<file path="src/rtl/pipe_stall_ctrl_pkg.sv">
// Shared encodings for the pipeline stall controller:
// stall bus patterns and sequencing FSM states.
package pipe_stall_ctrl_pkg;

    localparam int STALL_BUS_W = 6;

    localparam logic STOP    = 1'b1;
    localparam logic NO_STOP = 1'b0;

    localparam logic [STALL_BUS_W-1:0] STALL_NONE = 6'b000000;
    localparam logic [STALL_BUS_W-1:0] STALL_LU   = 6'b000111;
    localparam logic [STALL_BUS_W-1:0] STALL_MC   = 6'b001111;

    typedef enum logic [1:0] {
        S_RUN = 2'd0,
        S_LU  = 2'd1,
        S_MC  = 2'd2
    } state_e;

endpackage

</file>
<file path="src/rtl/pipe_stall_ctrl_if.sv">
// Bundle between the pipeline stages and the stall controller.
// master = pipeline side, slave = controller side.
interface pipe_stall_ctrl_if
    import pipe_stall_ctrl_pkg::*;
#(
    parameter int CNT_W = 32
);

    logic                   stallreq_id;
    logic                   stallreq_ex;
    logic                   br_e_i;
    logic [31:0]            br_addr_i;
    logic                   next_is_indelayslot;
    logic [STALL_BUS_W-1:0] stall;
    logic                   br_e_o;
    logic [31:0]            br_addr_o;
    logic                   is_indelayslot;
    logic [CNT_W-1:0]       stall_cnt;
    logic                   mc_timeout;

    modport master (
        output stallreq_id, stallreq_ex, br_e_i, br_addr_i,
        output next_is_indelayslot,
        input  stall, br_e_o, br_addr_o, is_indelayslot,
        input  stall_cnt, mc_timeout
    );

    modport slave (
        input  stallreq_id, stallreq_ex, br_e_i, br_addr_i,
        input  next_is_indelayslot,
        output stall, br_e_o, br_addr_o, is_indelayslot,
        output stall_cnt, mc_timeout
    );

endinterface

</file>
<file path="src/rtl/pipe_stall_ctrl_sat_counter.sv">
// Up-counter with enable, synchronous clear and saturation at MAX.
module sat_counter #(
    parameter int           W   = 8,
    parameter logic [W-1:0] MAX = '1
) (
    input  logic         clk,
    input  logic         rst,
    input  logic         i_en,
    input  logic         i_clr,
    output logic [W-1:0] o_cnt
);

    logic [W-1:0] r_cnt;

    always_ff @(posedge clk or negedge rst) begin
        if (!rst) begin
            r_cnt <= '0;
        end else if (i_clr) begin
            r_cnt <= '0;
        end else if (i_en && (r_cnt != MAX)) begin
            r_cnt <= r_cnt + 1'b1;
        end
    end

    assign o_cnt = r_cnt;

endmodule

</file>
<file path="src/rtl/pipe_stall_ctrl.sv">
// Pipeline sequencing: merges ID/EX stall requests, gates branch
// redirects, tracks delay slots, counts stalls and watches EX holds.
module pipe_stall_ctrl
    import pipe_stall_ctrl_pkg::*;
#(
    parameter int STALL_W = 6,
    parameter int CNT_W   = 32,
    parameter int MC_MAX  = 64
) (
    input  logic              clk,
    input  logic              rst,
    pipe_stall_ctrl_if.slave  bus
);

    localparam int MC_W = $clog2(MC_MAX + 1);
    localparam logic [MC_W-1:0] MC_TOP  = MC_W'(MC_MAX);
    localparam logic [MC_W-1:0] MC_LAST = MC_W'(MC_MAX - 1);

    state_e             r_state;
    state_e             w_next;
    logic               r_lu_seen;
    logic               r_inslot;
    logic               r_to;
    logic [STALL_W-1:0] w_stall;
    logic               w_id_req;
    logic               w_mc_en;
    logic               w_br;
    logic [MC_W-1:0]    w_mc_cnt;
    logic [CNT_W-1:0]   w_stall_cnt;

    // A held load-use request yields a single bubble per assertion
    assign w_id_req = bus.stallreq_id & ~r_lu_seen & (r_state != S_LU);
    assign w_mc_en  = (w_next == S_MC);

    always_comb begin
        w_stall = STALL_NONE;
        w_next  = r_state;
        if (!rst) begin
            w_stall = STALL_NONE;
        end else if (bus.stallreq_ex) begin
            w_stall = STALL_MC;
        end else if (w_id_req) begin
            w_stall = STALL_LU;
        end
        unique case (r_state)
            S_RUN: begin
                if (bus.stallreq_ex) w_next = S_MC;
                else if (w_id_req)   w_next = S_LU;
                else                 w_next = S_RUN;
            end
            S_LU:    w_next = bus.stallreq_ex ? S_MC : S_RUN;
            S_MC:    w_next = bus.stallreq_ex ? S_MC : S_RUN;
            default: w_next = S_RUN;
        endcase
    end

    always_ff @(posedge clk or negedge rst) begin
        if (!rst) begin
            r_state   <= S_RUN;
            r_lu_seen <= 1'b0;
            r_inslot  <= 1'b0;
            r_to      <= 1'b0;
        end else begin
            r_state   <= w_next;
            r_lu_seen <= bus.stallreq_id
                       & (r_lu_seen | (w_stall == STALL_LU));
            if (w_stall[1] == NO_STOP) begin
                r_inslot <= bus.next_is_indelayslot & ~w_stall[2];
            end
            if (w_mc_en && (w_mc_cnt >= MC_LAST)) begin
                r_to <= 1'b1;
            end
        end
    end

    sat_counter #(
        .W   (CNT_W)
    ) u_stall_cnt (
        .clk   (clk),
        .rst   (rst),
        .i_en  (w_stall[0] == STOP),
        .i_clr (1'b0),
        .o_cnt (w_stall_cnt)
    );

    sat_counter #(
        .W   (MC_W),
        .MAX (MC_TOP)
    ) u_mc_cnt (
        .clk   (clk),
        .rst   (rst),
        .i_en  (w_mc_en),
        .i_clr (~w_mc_en),
        .o_cnt (w_mc_cnt)
    );

    // Held ID must not redirect; the branch re-resolves on release
    assign w_br = rst & bus.br_e_i & ~w_stall[2];

    assign bus.stall          = w_stall;
    assign bus.br_e_o         = w_br;
    assign bus.br_addr_o      = w_br ? bus.br_addr_i : 32'h0;
    assign bus.is_indelayslot = r_inslot;
    assign bus.stall_cnt      = w_stall_cnt;
    assign bus.mc_timeout     = r_to;

endmodule

</file>
<file path="src/flat_wrapper.sv">
// flat-port wrapper written by rule: the top's interface ports become plain ports
module pipe_stall_ctrl_flat import pipe_stall_ctrl_pkg::*;
#(
    parameter int STALL_W = 6,
    parameter int CNT_W   = 32,
    parameter int MC_MAX  = 64
)
  (clk, rst, bus_stallreq_id, bus_stallreq_ex, bus_br_e_i, bus_br_addr_i, bus_next_is_indelayslot, bus_stall, bus_br_e_o, bus_br_addr_o, bus_is_indelayslot, bus_stall_cnt, bus_mc_timeout);
  pipe_stall_ctrl_if #(.CNT_W(CNT_W)) bus_i ();
  input  logic clk;
  input  logic rst;
  input wire logic [$bits(bus_i.stallreq_id)-1:0] bus_stallreq_id;
  input wire logic [$bits(bus_i.stallreq_ex)-1:0] bus_stallreq_ex;
  input wire logic [$bits(bus_i.br_e_i)-1:0] bus_br_e_i;
  input wire logic [$bits(bus_i.br_addr_i)-1:0] bus_br_addr_i;
  input wire logic [$bits(bus_i.next_is_indelayslot)-1:0] bus_next_is_indelayslot;
  output wire logic [$bits(bus_i.stall)-1:0] bus_stall;
  output wire logic [$bits(bus_i.br_e_o)-1:0] bus_br_e_o;
  output wire logic [$bits(bus_i.br_addr_o)-1:0] bus_br_addr_o;
  output wire logic [$bits(bus_i.is_indelayslot)-1:0] bus_is_indelayslot;
  output wire logic [$bits(bus_i.stall_cnt)-1:0] bus_stall_cnt;
  output wire logic [$bits(bus_i.mc_timeout)-1:0] bus_mc_timeout;
  assign bus_i.stallreq_id = bus_stallreq_id;
  assign bus_i.stallreq_ex = bus_stallreq_ex;
  assign bus_i.br_e_i = bus_br_e_i;
  assign bus_i.br_addr_i = bus_br_addr_i;
  assign bus_i.next_is_indelayslot = bus_next_is_indelayslot;
  assign bus_stall = bus_i.stall;
  assign bus_br_e_o = bus_i.br_e_o;
  assign bus_br_addr_o = bus_i.br_addr_o;
  assign bus_is_indelayslot = bus_i.is_indelayslot;
  assign bus_stall_cnt = bus_i.stall_cnt;
  assign bus_mc_timeout = bus_i.mc_timeout;
  pipe_stall_ctrl #(.STALL_W(STALL_W), .CNT_W(CNT_W), .MC_MAX(MC_MAX)) u_core (.clk(clk), .rst(rst), .bus(bus_i));
endmodule
</file>
<file path="config.mk">
export PLATFORM = sky130hd
export DESIGN_NAME = pipe_stall_ctrl_flat
export DESIGN_NICKNAME = d
export VERILOG_FILES = /design/src/rtl/pipe_stall_ctrl_pkg.sv /design/src/rtl/pipe_stall_ctrl_if.sv /design/src/rtl/pipe_stall_ctrl_sat_counter.sv /design/src/rtl/pipe_stall_ctrl.sv /design/src/flat_wrapper.sv
export SDC_FILE = /design/constraint.sdc
export NUM_CORES = 1
export LEC_CHECK = 0
export CORE_ASPECT_RATIO = 0.7
export CORE_MARGIN = 2
export CORE_UTILIZATION = 29
export DETAILED_ROUTE_END_ITERATION = 6
export MAX_ROUTING_LAYER = met4
export PLACE_DENSITY = 0.72
export SLEW_MARGIN = 15
export SYNTH_ARGS = -nofsm -noshare
export SYNTH_HDL_FRONTEND = slang
export SYNTH_SLANG_ARGS = --single-unit
</file>
<file path="constraint.sdc">
create_clock -name clk -period 3.3 [get_ports clk]
set_input_delay 0.99 -clock clk [delete_from_list [all_inputs] [get_ports clk]]
set_output_delay 0.99 -clock clk [all_outputs]
set_load 0.03 [all_outputs]
</file>
==> run summary <==
The average detailed-routed wire length per instance was 14.6 um; the switching share of total power was 33.9%. The number of library cell types mapped by synthesis is 42. For the number of rows in the core area, the log shows 27. The tools report the via count of the first global-routing pass as 2179.

Global routing consumed, over all layers together, 15.0% of the routing resources. The level count of the clock H-tree is 2, and the number of vias after detailed routing is 2212. The worst hold path belongs to the class reg -> reg. Once detail routing completed, the nets flagged for antenna violations numbered 0. Dividing total power by cell area gives a power density of 438 mW/mm^2. Headroom to the max-slew limit came out at 53.5%.

The fraction of final layout cells with drive strength greater than 1 came out at 26.0%. During synthesis, Yosys emitted a total of 0 warnings. In this run the tool buffered the top-level ports with 108 buffer cells. The first detailed-routing pass ran for 4 iterations. The width of the chip is 113 um, and the area of the multi-input gates is 0.00130 mm^2. The leakage power of the design was 1.76 nW; the internal cell power was 1.15 mW.

For the sequential share of power, the log shows 40.4%. Ranked by total cell area, the synthesized netlist is headed by dfrtp_1, and2_1, xor2_1. Of the synthesized area, sequential elements account for 45.4%. The number of filler instances in the final layout was 755.

Synthesis handed over a netlist of 252 instances. In the synthesized netlist the async set-or-reset flop fraction comes to 100%. After synthesis, the largest area contributor takes up 45.4% of total cell area. Summed over all nets, the switching power comes to 587 uW. In the final layout, flip-flops and latches occupy 0.00110 mm^2.

The run gives 0 as the number of antenna violations at the first check in global routing. Routability-driven placement finished with a final weighted congestion of 0.790. Along the worst path, the maximum fanout reaches 8.

The share of total power dissipated in the clock network is 27.7%. Global routing used 3.02% of the available met3 tracks. In this run the count of I/O pins placed on the die edge is 111. The first global-routing pass estimated 10800 um of wire.

The data required time of the critical path was 2.31 ns; the clock net sink count was 44. Across the VDD grid, the largest voltage drop is 0.274 mV. Post-layout net count: 412. The slowest cell on the critical path was dlygate4sd2_1. TritonCTS built the clock tree.

Broken down by cell family, the worst path's largest delay share belongs to buffers and inverters. The logs give 50 for the number of design-rule violations left by the first detailed-router iteration and 0.28 ns for the source-to-sink clock delay at the later pin of the worst-skew pair. Most repeated cell in the gate-level netlist after synthesis: dfrtp_1. In this run the standard cell core region covers 0.00801 mm^2. The final critical-path share of the clock period was 98.3%.

After clock tree synthesis, the flow added hold-fix buffers numbering 0. The post-detailed-route DRC marker count is 0, and the summed area of non-filler cells in the final layout is 0.00396 mm^2. The number of antenna diodes in the final layout is 0.

The total CTS buffers was 5. Actual transition at the worst max-transition pin: 0.694 ns. The tools report the overall power after layout as 1.73 mW.

Entering global routing, the biggest net connects 45 pins. The global routing usage on met1 is 19.2%. From synthesis to final layout, the design area changed by 63.0%.

The met2 global-route usage is 24.8%. The critical path capture point type was an output port. For the combinational group share of total power, the log shows 31.8%. The synthesized design contains 44 register bits. Global routing finished with a remaining overflow of 0.

For this configuration, the core starts out at a cell density of 30.3%. Number of max-slew violations in the final report: 0. The top flip-flop cell by instance count after synthesis is dfrtp_1. Summing all placed instances gives a cell area of 0.00352 mm^2.

For the overall die area, the log shows 0.00913 mm^2. After synthesis the cells add up to 0.00243 mm^2. The run gives 470 as the number of cells in the finished layout apart from fillers. Clock-pin slew was measured on the worst setup and hold paths at 0.06 ns. The top cell type by total area after synthesis was dfrtp_1.

Max-cap violations in this run came to 0. The tools report the worst setup skew after layout as 0.00981 ns. The signal on the critical path passes through dlygate4sd2_1 -> nor3b_2 -> o21ai_2 -> and3_4 -> buf_6 -> buf_16 -> and2_4 -> buf_6.

The delay of the slowest cell on the worst path was 0.24 ns. The number of buffers and inverters on the critical path is 4. By count the netlist is led by dfrtp_1, and2_1, xor2_1, nand2_1, nor2_1. The root buffer cell chosen for the clock tree is clkbuf_16. Summed over all layers, the routed wires come to 6850 um. For the final setup violation count, the log shows 0. The flow ran to the end, and the final reports show no timing, DRC or antenna violations. met2 is the most crowded layer. Yosys mapped a number of flops with a built-in enable equal to 0.

After detailed placement, the design holds a cell count of 456. For the worst setup path, the data arrival time is 2.26 ns. The clock passes through at most 2 buffers. Based on the critical path, the design can be clocked at up to 308 MHz. The smallest clock period supported by the final layout is computed as 3.25 ns.

Using the TritonRoute via totals, the vias-per-cell ratio works out to 4.71. The type of the worst setup path was in -> out. The chip height was 80.5 um; the number of failing hold endpoints at the final stage was 0. The worst setup path is launched from an input pin. Counting stages on the worst path, the most repeated cell is buf_6.

Accumulated negative setup slack: 0 ns. A synthesized cell averages 9.63 um^2. Summed over all nets, the half-perimeter wirelength after detailed placement is 4630 um.
registers in the layout, summed over array words and instances, names as in the netlist:
register                   count
u_core.bus.is_indelayslot      1
u_core.bus.mc_timeout          1
u_core.r_lu_seen               1
u_core.r_state                 2
u_core.u_mc_cnt.o_cnt          7
u_core.u_stall_cnt.o_cnt      32
power by group through the flow:
stage | Sequential [mW] | Clock (mW) | Combinational [mW]
after floorplan | 0.809 | 0 | 0.170
after global placement | 0.708 | 0 | 0.507
after detailed placement | 0.711 | 0 | 0.515
after CTS | 0.701 | 0.493 | 0.559
after global routing | 0.713 | 0.514 | 0.587
final | 0.701 | 0.480 | 0.552
worst paths after layout:
path	from	to	slack, ns	cells past startpoint
worst min register to register	u_core.bus.mc_timeout$_DFFE_PN0P_	u_core.bus.mc_timeout$_DFFE_PN0P_	0.47	1
worst min-delay path	u_core.bus.mc_timeout$_DFFE_PN0P_	u_core.bus.mc_timeout$_DFFE_PN0P_	0.47	1
min in group asynchronous	rst	u_core.bus.is_indelayslot$_DFFE_PN0N_	0.52	1
worst max-delay path	bus_stallreq_id	bus_br_addr_o[23]	0.05	8
worst max register to register	u_core.u_stall_cnt.o_cnt[0]$_DFFE_PN0P_	u_core.u_stall_cnt.o_cnt[18]$_DFFE_PN0P_	0.87	6
max in group asynchronous	rst	u_core.u_stall_cnt.o_cnt[29]$_DFFE_PN0P_	2.03	2
placed cells by master, fill, tap and decap left out, types with 2 or more instances in the layout:
| cell type | instances |
|---|---|
| nor2_1 | 20 |
| and3_1 | 2 |
| nand3_1 | 12 |
| a31o_2 | 2 |
| xor2_1 | 23 |
| nor4_2 | 2 |
| buf_6 | 32 |
| dlygate4sd2_1 | 2 |
| or3_1 | 2 |
| inv_1 | 10 |
| nand2_1 | 22 |
| conb_1 | 2 |
| ha_1 | 6 |
| clkbuf_1 | 2 |
| nor3_2 | 3 |
| and2_1 | 8 |
| and4_1 | 2 |
| nand4_1 | 9 |
| clkdlybuf4s50_1 | 68 |
| xnor2_1 | 10 |
| nor4_1 | 2 |
| a21oi_1 | 5 |
| buf_4 | 13 |
| dfrtp_1 | 44 |
| nor3_1 | 11 |
| and2_4 | 26 |
| buf_16 | 2 |
| clkbuf_16 | 5 |
through the flow:
stage / setup slack (ns) / util, % / hold slack [ns]
floorplan: 0.0397 / - / 0.500
global placement: -0.128 / 44.0 / 0.467
detailed placement: -0.141 / 44.0 / 0.467
CTS: -0.00106 / 49.8 / 0.481
global route: -0.00139 / 49.4 / 0.502
finish: 0.0548 / 49.4 / 0.472
metal layers:
| layer | vias up | routed length [um] |
|---|---|---|
| met5 | - | 0 |
| met2 | 61 | 3400 |
| met1 | 1069 | 3070 |
| li1 | 1074 | - |
| met4 | 0 | 92 |
| met3 | 8 | 284 |
logic make-up after synthesis:
logic type	count (synthesis)	synth area share, %
simple gates	131	30.8
xor+xnor	33	11.9
fa+ha+maj	6	3.09
flops	44	45.4
other cells	1	0.155
buf+inv	22	4.54
mux	1	0.413
compound gates	14	3.71
cell type report:
| type | count | area share [%] |
|---|---|---|
| multi-input cells | 187 | 32.8 |
| repair buffers | 120 | 31.6 |
| flip-flops and latches | 44 | 27.8 |
| clock buffers | 7 | 3.35 |
| well taps | 101 | 3.20 |
| inverters | 10 | 0.949 |
| clock inverters | 1 | 0.221 |
timing repair:
item                       CTS  global route
buffers inserted             6             0
pin swaps                    3             3
gates resized for setup     62             7
cloned                       3             0
setup endpoints to repair   32            31
Power figures use the tool's default switching activity.
